[src/rtl/uart_frame_unpacker.sv]
// -----------------------------------------------------------------------------
// uart_frame_unpacker
//
// Parses framed host downloads arriving byte-by-byte from the UART receiver
// and streams the 32-bit payload words to the DDR fill / FIFO stage.
//
// Frame layout (one byte per rdsig rising edge):
//   HDR0 HDR1 LEN_HI LEN_LO {W0[31:24] W0[23:16] W0[15:8] W0[7:0]} ... CS
// CS makes the 8-bit sum of LEN_HI, LEN_LO, all payload bytes and CS equal 0.
//
// Ports
//   clk         UART-domain clock (same clock as the receiver)
//   reset       synchronous, active-high reset
//   rdsig       receiver byte-valid; a byte is taken on its rising edge only
//   rxdata      received byte, valid when rdsig rises
//   dataerror   receiver parity error for the current byte
//   frameerror  receiver stop-bit error for the current byte
//   word_data   assembled payload word (big-endian byte order)
//   word_valid  word_data holds a word not yet accepted
//   word_ready  downstream accepts the word when high together with word_valid
//   word_idx    zero-based index of the word currently on word_data
//   frame_len   length field of the current or last frame
//   frame_busy  high from HDR0 acceptance until the frame ends
//   frame_done  one-cycle pulse when a frame passes its checksum
//   frame_err   one-cycle pulse when a frame is aborted
//   err_code    last error: 0 none, 1 checksum, 2 bad length, 3 line error,
//               4 timeout, 5 overflow
//
// Words are forwarded before the checksum is known; downstream must discard
// the whole frame when frame_err pulses.
// -----------------------------------------------------------------------------
module uart_frame_unpacker #(
    parameter int unsigned MAX_WORDS   = 1024,
    parameter int unsigned TIMEOUT_CYC = 4096,
    parameter logic [7:0]  HDR0        = 8'hAA,
    parameter logic [7:0]  HDR1        = 8'h55
) (
    input  logic        clk,
    input  logic        reset,
    input  logic        rdsig,
    input  logic [7:0]  rxdata,
    input  logic        dataerror,
    input  logic        frameerror,
    output logic [31:0] word_data,
    output logic        word_valid,
    input  logic        word_ready,
    output logic [15:0] word_idx,
    output logic [15:0] frame_len,
    output logic        frame_busy,
    output logic        frame_done,
    output logic        frame_err,
    output logic [2:0]  err_code
);

    typedef enum logic [2:0] {
        S_H0  = 3'd0,
        S_H1  = 3'd1,
        S_LH  = 3'd2,
        S_LL  = 3'd3,
        S_PAY = 3'd4,
        S_CK  = 3'd5
    } state_t;

    localparam logic [2:0] ERR_NONE = 3'd0;
    localparam logic [2:0] ERR_CSUM = 3'd1;
    localparam logic [2:0] ERR_LEN  = 3'd2;
    localparam logic [2:0] ERR_LINE = 3'd3;
    localparam logic [2:0] ERR_TOUT = 3'd4;
    localparam logic [2:0] ERR_OVFL = 3'd5;

    localparam logic [31:0] MAX_W32 = MAX_WORDS;
    // Timeout limit clipped to the 16-bit counter range.
    localparam logic [15:0] TO_LIM  = (TIMEOUT_CYC > 32'd65535) ? 16'hFFFF
                                                                : TIMEOUT_CYC[15:0];

    // Running modulo-256 checksum accumulation.
    function automatic logic [7:0] csum_add(input logic [7:0] acc, input logic [7:0] b);
        return acc + b;
    endfunction

    // A length field is acceptable when it is non-zero and within MAX_WORDS.
    function automatic logic len_is_bad(input logic [15:0] len);
        return (len == 16'd0) || ({16'd0, len} > MAX_W32);
    endfunction

    state_t      state_r;
    logic        rdsig_q_r;
    logic [7:0]  len_hi_r;
    logic [7:0]  sum_r;
    logic [23:0] asm_r;
    logic [15:0] byte_cnt_r;
    logic [15:0] pay_last_r;
    logic [15:0] to_cnt_r;

    logic        byte_stb_s;
    logic        accept_s;
    logic [15:0] len_s;
    logic        len_bad_s;
    logic [7:0]  sum_next_s;
    logic        word_end_s;
    logic        last_byte_s;
    logic        overflow_s;
    logic        line_err_s;
    logic        timeout_s;
    logic        err_s;
    logic [2:0]  err_kind_s;

    // Byte strobe, handshake and per-byte condition decode.
    always_comb begin
        byte_stb_s  = rdsig & ~rdsig_q_r;
        accept_s    = word_valid & word_ready;
        len_s       = {len_hi_r, rxdata};
        len_bad_s   = len_is_bad(len_s);
        sum_next_s  = csum_add(sum_r, rxdata);
        word_end_s  = (state_r == S_PAY) && (byte_cnt_r[1:0] == 2'b11);
        last_byte_s = (byte_cnt_r == pay_last_r);
        // A completed word may replace the pending one only if that one is
        // being accepted on this very cycle.
        overflow_s  = word_end_s & word_valid & ~word_ready;
        line_err_s  = byte_stb_s & (dataerror | frameerror) & frame_busy;
        timeout_s   = frame_busy & (to_cnt_r >= TO_LIM);
    end

    // Error arbitration: line > timeout > length/overflow > checksum.
    always_comb begin
        err_s      = 1'b0;
        err_kind_s = ERR_NONE;
        if (line_err_s) begin
            err_s      = 1'b1;
            err_kind_s = ERR_LINE;
        end else if (timeout_s) begin
            err_s      = 1'b1;
            err_kind_s = ERR_TOUT;
        end else if (byte_stb_s && (state_r == S_LL) && len_bad_s) begin
            err_s      = 1'b1;
            err_kind_s = ERR_LEN;
        end else if (byte_stb_s && overflow_s) begin
            err_s      = 1'b1;
            err_kind_s = ERR_OVFL;
        end else if (byte_stb_s && (state_r == S_CK) && (sum_next_s != 8'h00)) begin
            err_s      = 1'b1;
            err_kind_s = ERR_CSUM;
        end else begin
            err_s      = 1'b0;
            err_kind_s = ERR_NONE;
        end
    end

    // Inter-byte timeout counter: cleared by every byte, saturating.
    always_ff @(posedge clk) begin
        if (reset) begin
            to_cnt_r <= 16'd0;
        end else if (byte_stb_s || !frame_busy) begin
            to_cnt_r <= 16'd0;
        end else if (to_cnt_r != 16'hFFFF) begin
            to_cnt_r <= to_cnt_r + 16'd1;
        end
    end

    // Frame parser state machine with registered outputs.
    always_ff @(posedge clk) begin
        if (reset) begin
            // Preload the edge register so a byte in flight is not re-taken.
            rdsig_q_r  <= rdsig;
            state_r    <= S_H0;
            len_hi_r   <= 8'd0;
            sum_r      <= 8'd0;
            asm_r      <= 24'd0;
            byte_cnt_r <= 16'd0;
            pay_last_r <= 16'd0;
            word_data  <= 32'd0;
            word_valid <= 1'b0;
            word_idx   <= 16'd0;
            frame_len  <= 16'd0;
            frame_busy <= 1'b0;
            frame_done <= 1'b0;
            frame_err  <= 1'b0;
            err_code   <= ERR_NONE;
        end else begin
            rdsig_q_r  <= rdsig;
            frame_done <= 1'b0;
            frame_err  <= 1'b0;

            // Downstream handshake; the index advances with the acceptance.
            if (accept_s) begin
                word_valid <= 1'b0;
                word_idx   <= word_idx + 16'd1;
            end

            if (err_s) begin
                // Abort: the pending word (if any) is left to finish its
                // handshake, the new byte is discarded.
                frame_err  <= 1'b1;
                err_code   <= err_kind_s;
                frame_busy <= 1'b0;
                state_r    <= S_H0;
                if (err_kind_s == ERR_LEN) begin
                    frame_len <= len_s;
                end
            end else if (byte_stb_s) begin
                case (state_r)
                    S_H0: begin
                        if (rxdata == HDR0) begin
                            state_r    <= S_H1;
                            frame_busy <= 1'b1;
                        end
                    end
                    S_H1: begin
                        if (rxdata == HDR1) begin
                            state_r <= S_LH;
                        end else if (rxdata == HDR0) begin
                            // Repeated HDR0: it may be the real start.
                            state_r <= S_H1;
                        end else begin
                            state_r    <= S_H0;
                            frame_busy <= 1'b0;
                        end
                    end
                    S_LH: begin
                        len_hi_r <= rxdata;
                        sum_r    <= rxdata;
                        state_r  <= S_LL;
                    end
                    S_LL: begin
                        frame_len  <= len_s;
                        sum_r      <= sum_next_s;
                        byte_cnt_r <= 16'd0;
                        word_idx   <= 16'd0;
                        // Index of the final payload byte: 4*len - 1.
                        pay_last_r <= {len_s[13:0], 2'b00} - 16'd1;
                        state_r    <= S_PAY;
                    end
                    S_PAY: begin
                        sum_r      <= sum_next_s;
                        asm_r      <= {asm_r[15:0], rxdata};
                        byte_cnt_r <= byte_cnt_r + 16'd1;
                        if (word_end_s) begin
                            word_data  <= {asm_r, rxdata};
                            word_valid <= 1'b1;
                        end
                        if (last_byte_s) begin
                            state_r <= S_CK;
                        end
                    end
                    S_CK: begin
                        // Reaching here means the sum came out to zero.
                        frame_done <= 1'b1;
                        err_code   <= ERR_NONE;
                        frame_busy <= 1'b0;
                        state_r    <= S_H0;
                    end
                    default: begin
                        frame_busy <= 1'b0;
                        state_r    <= S_H0;
                    end
                endcase
            end
        end
    end

endmodule

[config.mk]
export PLATFORM = sky130hd
export DESIGN_NAME = uart_frame_unpacker
export DESIGN_NICKNAME = d
export VERILOG_FILES = /design/src/rtl/uart_frame_unpacker.sv
export SDC_FILE = /design/constraint.sdc
export NUM_CORES = 1
export LEC_CHECK = 0
export CORE_ASPECT_RATIO = 1.4
export CORE_MARGIN = 4
export CORE_UTILIZATION = 50
export DETAILED_ROUTE_END_ITERATION = 16
export GPL_TIMING_DRIVEN = 0
export PLACE_DENSITY = 0.72
export SETUP_SLACK_MARGIN = 0.2
export SLEW_MARGIN = 20
export SYNTH_ARGS = -nofsm -noshare
export SYNTH_HDL_FRONTEND = slang
export SYNTH_SLANG_ARGS = --single-unit
[constraint.sdc]
create_clock -name clk -period 4.4 [get_ports clk]
set_input_delay 0.88 -clock clk [delete_from_list [all_inputs] [get_ports clk]]
set_output_delay 0.88 -clock clk [all_outputs]
set_load 0.01 [all_outputs]
-- Word-level counts from Yosys, hierarchy flattened
Index checks and enable logic that the tools add are counted.
- bits in registers: 163
- input port bits: 14
- output and inout bits: 71
- add/subtract/negate cells: 5
- magnitude comparators: 2
- equal/unequal tests: 16
- mux-type cells: 39
- bitwise operators: 13
- reductions and logical operators: 32
- operator list (cell ; count):
    $mux 16 ; 8
    $add 16x1->16 const B ; 3
    $pmux 16 s2 ; 1
    $mux 3 ; 9
    $reduce_and 3->1 ; 7
    $mux 1 ; 17
    $eq 16x16->1 ; 1
    $ge 16x13->1 const B ; 1
    $gt 16x11->1 const B ; 1
    $logic_not 16->1 ; 1
    $ne 16x16->1 const B ; 1
    $pmux 8 s2 ; 1
    $sub 16x1->16 const B ; 1
    $pmux 3 s5 ; 1
    $reduce_bool 2->1 ; 5
    $eq 3x2->1 const B ; 3
    $add 8x8->8 ; 1
    $eq 8x7->1 const B ; 1
    $eq 8x8->1 const B ; 1
    $ne 2x2->1 const B ; 4
    $reduce_bool 8->1 ; 1
    $and 1x1->1 ; 7
    $eq 3x3->1 const B ; 2
    $logic_and 1x1->1 ; 6
    other kinds (15) ; 23

-- Depth between registers and ports, before layout
Gate-level depths: netlist of run 1.
- depth after elaboration: 12
- depth in mapped cells: 10

-- Worst setup path before layout of run 1
Ideal clock, no wire load.
- path type: input to register
- start: input port rxdata[5]
- end: register word_data[10]
- arrival time: 2988 ps
- required time: 4268 ps
- path slack: 1280 ps
- stages on the path: 10
- buffers on the path: 4
- path through: buf_2 > or4_1 > buf_2 > o31ai_4 > a31oi_4 > or4_1 > buf_4 > buf_4 > nand2_1 > a21oi_1
- cells in the longest elaborated chain, start to end: 10
- ends and longest elaborated chain (element ; line ; RTL):
    start: declaration ; 41 ; input logic [7:0] rxdata,
    $add 8x8->8 ; 78 ; return acc + b;
    $reduce_bool 8->1 ; 140 ; end else if (byte_stb_s && (state_r == S_CK) && (sum_next_s != 8'h00)) begin
    $logic_and 1x1->1 ; 140 ;
    $mux 1 ; 140 ;
    $mux 1 ; 137 ; end else if (byte_stb_s && overflow_s) begin
    $mux 1 * ; 134 ; end else if (byte_stb_s && (state_r == S_LL) && len_bad_s) begin
    $mux 1 * ; 131 ; end else if (timeout_s) begin
    $mux 1 * ; 128 ; if (line_err_s) begin
    $not 1->1 (no line) * ; n/a ;
    $reduce_and 4->1 (no line) * ; n/a ;
    end signal: assignment ; 238 ; word_data <= {asm_r, rxdata};
    end: declaration ; 44 ; output logic [31:0] word_data,
Mark *: on every way between the ends. The rest lies on a longest branch, timed or not.
A chain may end at the register's enable or synchronous reset.

-- Worst setup path in the final report of run 1
- start: input port rxdata[6]
- end: register word_data[31]
Same word-level chain as after synthesis.

==> results.py, run 1 <==
metrics = {
    "outcome": {
        "outcome": "complete, no violations",
    },
    "power": {
        "p_total_mw": 3.06,
        "leakage_nw": 3.22,
        "p_per_area_nw_per_um2": 337,
        "ir_drop_v": 0.000184,
    },
    "clock_network": {
        "clock-sinks": 162,
        "hold_buffers": 0,
        "cts-resized-gates": 0,
        "cts_buffers": 17,
        "cts_root_buf": "clkbuf_16",
        "worst_skew_pair.late_latency_ps": 430,
        "cts_tree": "built",
        "clkTransAtPathRegs_ps": 80,
        "cts_max_path_buffers": 2,
        "cts_setup_buffers": 0,
        "h-tree-depth": 4,
    },
    "timing": {
        "setup_viol": 0,
        "hold_viol": 0,
        "fin_hold_ws_ps": 453,
        "fin_worst_skew_ps": 12.7,
        "setup_slack_ps": 732,
        "tightestPinTransition_ps": 988,
        "min_period_over_period_pct": 83.4,
        "rsz0062_at_grt": "false",
        "max_freq_ghz": 0.273,
        "drv_slew": 0,
        "slew-limit-headroom_pct": 33.6,
        "period_minus_slack_ps": 3670,
        "tns_ps": 0,
    },
    "logic_synthesis": {
        "netlist_instances": 910,
        "async_flop_share_pct": 0,
        "syn-mean-instance-area_um2": 8.11,
        "seq_area_frac_synth_pct": 43.9,
        "ys.flop_type": "dfxtp_1",
        "synth_area_um2": 7380,
        "syn_nets": 940,
        "synthDistinctLibCells": 60,
        "ys_ff_latch": 162,
        "ys_warn_count": 0,
        "synth_edf_count": 0,
    },
    "floorplan": {
        "start_util_pct": 51.1,
        "dieHeight_um": 152,
        "die_area_um2": 16800,
        "design.core.area_um2": 14400,
        "pin_count": 85,
        "die_w_um": 111,
        "rows": 52,
    },
    "place": {
        "dp_hpwl_um": 13300,
        "gp_congestion": 0.856,
        "dp.cells": 1182,
        "io_buffers": 83,
        "post_dp_cell_area_um2": 8460,
        "place_ws_ps": 322,
    },
    "hold_path": {
        "min_delay_path_depth": 2,
        "hp-class": "flop to flop",
        "hp-start": "word_data[5]",
        "whs_endpoint": "word_data[5]",
    },
    "detailed_routing": {
        "wl_per_cell_um": 15.1,
        "wirelength_um": 18400,
        "num_vias": 6519,
        "via_per_inst": 5.37,
        "drt_iter0_markers": 391,
        "ant_nets": 0,
        "first_pass_iters": 4,
        "route.detailed.drc": 0,
    },
    "critical_path": {
        "critPathBufInv": 3,
        "max_stage_delay_ps": 680,
        "r2r_cells": 8,
        "crit_path_end_kind": "flop",
        "crit_arrival_ps": 4020,
        "path_common_cell": "buf_2",
        "cpLargestDelayFamily": "simple AND/OR/NAND/NOR gates",
        "r2r_slack_ps": 1150,
        "cp_max_fo": 10,
        "critPathSlowestCell": "clkdlybuf4s50_1",
        "worstPathCellList": "clkdlybuf4s50_1, or4_1, buf_2, o31ai_4, a31oi_4, nor4_2, buf_2, nand2_1, a21oi_1",
        "r2r_end": "asm_r[20]",
        "path_class": "input pin to flop",
        "r2r_start": "to_cnt_r[13]",
        "required_ps": 4750,
        "start_kind": "input pin",
    },
    "layout": {
        "final_cells": 1214,
        "layout_commonest_cell": "nand2_1",
        "utilization_pct": 62.8,
        "final_cell_mix": "nand2_1, dfxtp_1, a21oi_1, clkdlybuf4s50_1, nor2_1",
        "fill_cells": 1320,
        "num_antenna_cells": 0,
        "nets": 1042,
        "layout-drive-gt1-share_pct": 5.85,
        "design_area_um2": 9070,
        "syn_to_final_growth_pct": 22.8,
    },
    "global_route": {
        "grt_pass1_wl_um": 30700,
        "gr-total-overflow": 0,
        "grt_max_degree": 20,
        "grt_use_total_pct": 22.3,
        "grt_pass1_vias": 6427,
        "antenna_found_initial": 0,
    },
    "flow_run": {
        "maxCapViolCount": 0,
    },
}
layout make-up:
| class | instances | area [um2] | share of cell area (%) |
|---|---|---|---|
| multi-input combinational | 686 | 3870 | 42.7 |
| tap | 189 | 236 | 2.61 |
| buffer | 50 | 228 | 2.51 |
| inverter | 12 | 45.0 | 0.497 |
| timing repair buffer | 83 | 831 | 9.16 |
| clock inverter | 15 | 186 | 2.06 |
| sequential | 162 | 3240 | 35.8 |
| clock buffer | 17 | 425 | 4.69 |
registers in the layout (all words and copies together) (netlist names):
name / flops
to_cnt_r: 16
word_valid: 1
len_hi_r: 8
word_data: 32
pay_last_r: 15
state_r: 3
frame_err: 1
byte_cnt_r: 16
frame_len: 16
word_idx: 16
sum_r: 8
frame_busy: 1
frame_done: 1
err_code: 3
asm_r: 24
rdsig_q_r: 1
tightest hold or removal path, cell delays in order (launching register included):
cell	delay [ps]
dfxtp_1	310
nand2_1	50
a21oi_1	50
cells in the mapped netlist, drive strengths merged (12+ instances only):
cell type	number	area, um2
nand4	12	90.1
xnor2	24	210
mux2i	17	170
clkbuf	37	139
inv	12	45.0
a21oi	109	546
nand2	215	807
nor3	19	95.1
nand3	19	95.1
nor2	79	297
ha	15	188
o21ai	13	65.1
dfxtp	162	3240
buf	13	88.8
xor2	31	272
how the worst max path moves through the flow:
| stage | start | slack (ps) | cells after the start | endpoint |
|---|---|---|---|---|
| after floorplan | rxdata[5] | 1280 | 10 | word_data[10] |
| after global placement | rxdata[6] | 340 | 9 | word_data[31] |
| after detailed placement | rxdata[6] | 320 | 9 | word_data[31] |
| after CTS | rxdata[6] | 720 | 9 | word_data[31] |
| after global routing | rxdata[6] | 540 | 9 | word_data[24] |
| final | rxdata[6] | 730 | 9 | word_data[31] |
routing by layer:
metal	vias up	GRT usage [%]	part of all wire, %
met3	26	3.93	3.8
met2	146	40.6	51
li1	3320	-	-
met4	0	8.87	1.9
met1	3027	26.0	43
met5	-	0	0
power by group:
group	switching (mW)	total [mW]	leakage, nW	internal (mW)
logic	0.0686	0.101	1.62	0.0325
clock network	0.719	1.49	0.290	0.771
registers	0.000613	1.47	1.30	1.47
total	0.788	3.06	3.22	2.27
kinds of logic after synthesis:
group                      Yosys count  share of synthesized area [%]
AOI/OAI and AO/OA                  168                           13.7
xor gates and xnor gates            55                           6.52
adders and majority gates           16                           2.81
buffers and inverters               62                           3.69
DFF                                162                           43.9
muxes                               17                           2.30
and+or+nand+nor                    430                           27.0
Note: power is estimated with default switching activity, not from simulation.
==> run 2, diff against run 1 <==
Clock period 4.4 ns to 3.4 ns, I/O delays scaled along.
==> run 2 against run 1 <==
Register-to-register slack got worse by 660 ps. Cell count rose by 0.58%. Worst setup slack worse by 420 ps. Non-clock buffer count is 7 higher. Die area stayed put. Clock skew grew 1.2 ps. Clock-buffer cell count unchanged. Wire length increased by 0.75%. First-iteration DRC count increased by 4.1%. Cell area is 1.6% higher. Sequential power is 29% higher. Sequential share of layout area shrank 0.57 points. Critical path type unchanged. Critical endpoint is now word_data[14].
==> results.py, run 2 (same netlist as run 1, synthesis figures left out) <==
metrics = {
    "critical_path": {
        "crit_path_end_kind": "flop",
        "r2r_start": "to_cnt_r[13]",
        "worstPathCellList": "clkdlybuf4s50_1, buf_6, or4_1, buf_4, or4_4, a31oi_4, or4_4, buf_6, buf_6, nand2_1, a21oi_1",
        "crit_arrival_ps": 3450,
        "max_stage_delay_ps": 540,
        "cp-startpoint": "rxdata[5]",
        "critPathBufInv": 5,
        "start_kind": "input pin",
        "path_common_cell": "buf_6",
        "critPathSlowestCell": "or4_4",
        "cpLargestDelayFamily": "simple AND/OR/NAND/NOR gates",
        "cp_max_fo": 10,
        "required_ps": 3760,
        "path_class": "input pin to flop",
    },
    "outcome": {
        "outcome": "complete, no violations",
    },
    "floorplan": {
        "start_util_pct": 51.1,
        "design.core.area_um2": 14400,
        "rows": 52,
        "pin_count": 85,
        "die_w_um": 111,
        "die_area_um2": 16800,
        "dieHeight_um": 152,
    },
    "layout": {
        "final_cell_mix": "nand2_1, dfxtp_1, a21oi_1, nor2_1, clkdlybuf4s50_1",
        "layout-drive-gt1-share_pct": 7.17,
        "final_cells": 1221,
        "multiInputGateArea_um2": 3930,
        "final-seq-area_um2": 3240,
        "largest_reg_flops": 32,
        "syn_to_final_growth_pct": 24.8,
        "nets": 1049,
        "fill_cells": 1288,
        "top_regs": "word_data (32), asm_r (24)",
        "num_antenna_cells": 0,
        "layout_commonest_cell": "nand2_1",
        "registers.top_by_ff_count": "word_data",
    },
    "power": {
        "p_total_mw": 3.96,
        "leakage_nw": 3.29,
        "ir_drop_v": 0.000240,
        "p_per_area_nw_per_um2": 430,
    },
    "detailed_routing": {
        "top_layer": "met4",
        "first_pass_iters": 5,
        "wirelength_um": 18500,
        "ant_nets": 0,
        "drt_iter0_markers": 407,
        "wl_per_cell_um": 15.2,
        "num_vias": 6524,
        "dr_wl_met3_um": 679,
        "routed-wl-met2_um": 9500,
        "via_per_inst": 5.34,
        "met1Wirelength_um": 8040,
        "route.detailed.drc": 0,
    },
    "clock_network": {
        "clkTransAtPathRegs_ps": 80,
        "cts_root_buf": "clkbuf_16",
        "worst_skew_pair.late_latency_ps": 440,
        "clock-sinks": 162,
        "hold_buffers": 0,
        "cts_tree": "built",
        "cts_max_path_buffers": 2,
        "h-tree-depth": 4,
        "cts_buffers": 17,
    },
    "place": {
        "dp.cells": 1182,
        "place_ws_ps": -478,
        "dp_hpwl_um": 13300,
        "gp_congestion": 0.856,
        "io_buffers": 83,
    },
    "global_route": {
        "grt_max_degree": 20,
        "grt_pass1_vias": 6406,
        "antenna_found_initial": 0,
        "grt_use_total_pct": 22.3,
        "grt_pass1_wl_um": 30600,
        "gr-total-overflow": 0,
    },
    "timing": {
        "hold_viol": 0,
        "period_minus_slack_ps": 3090,
        "setup_slack_ps": 307,
        "tightestPinTransition_ps": 971,
        "min_period_over_period_pct": 91.0,
        "slew-limit-headroom_pct": 34.8,
        "rsz0062_at_grt": "false",
        "fin_worst_skew_ps": 13.9,
        "drv_slew": 0,
        "max_freq_ghz": 0.323,
        "fin_hold_ws_ps": 453,
        "setup_viol": 0,
    },
    "hold_path": {
        "hp-class": "flop to flop",
        "hp-start": "word_data[5]",
    },
    "flow_run": {
        "maxCapViolCount": 0,
    },
}
run 2: cell count changes in the layout (fill, tap and decap cells not counted), sizes merged:
cell           change
clkdlybuf4s50      -4
dlygate4sd2        +3
dlymetal6s2s       +1
buf                +7
run 2: path summary, 6_finish.rpt:
path	slack, ps	cells past startpoint	endpoint
max	310	11	word_data[14]
max reg2reg	490	8	asm_r[20]
min reg2reg	450	2	word_data[5]
min	450	2	word_data[5]
run 2: layer usage:
layer	vias up	GRT usage, %
li1	3330	-
met1	3037	25.9
met2	134	41.0
met3	23	3.89
met4	0	8.26
met5	-	0
run 2: layout make-up:
cell class,instances,share of cell area [%]
buffer,50,2.85
clock buffer,17,4.62
clock inverter,15,2.02
inverter,12,0.489
multi-input combinational,686,42.6
sequential,162,35.2
tap,189,2.57
timing repair buffer,90,9.61
run 2: per-stage QoR:
| stage | utilization, % | setup TNS, ps | area [um2] |
|---|---|---|---|
| finish | 63.8 | 0 | 9220 |
| global route | 63.8 | 0 | 9220 |
| CTS | 63.1 | 0 | 9110 |
| detailed placement | 58.5 | -27600 | 8460 |
| global placement | 58.5 | -25990 | 8450 |
| floorplan | - | 0 | 7380 |
run 2: power breakdown:
group / switching, mW / internal, mW / total (mW)
Combinational: 0.0904 / 0.0435 / 0.134
Sequential: 0.000727 / 1.90 / 1.90
Clock: 0.931 / 0.998 / 1.93
run 2: repair_timing:
action | 4_1_cts | 5_1_grt
resized for setup | 8 | 26
pin swaps | 1 | 4
buffers inserted | 2 | 5
setup endpoints to repair | 56 | 90
run 2: worst register-to-register path: stages (launching register included):
cell and delay [ps]:
dfxtp_1 370, o41ai_2 500, o21ai_0 330, nand2b_1 230, clkbuf_2 210, nor3_2 490
clkbuf_1 410, nand2_1 140, a21oi_1 170
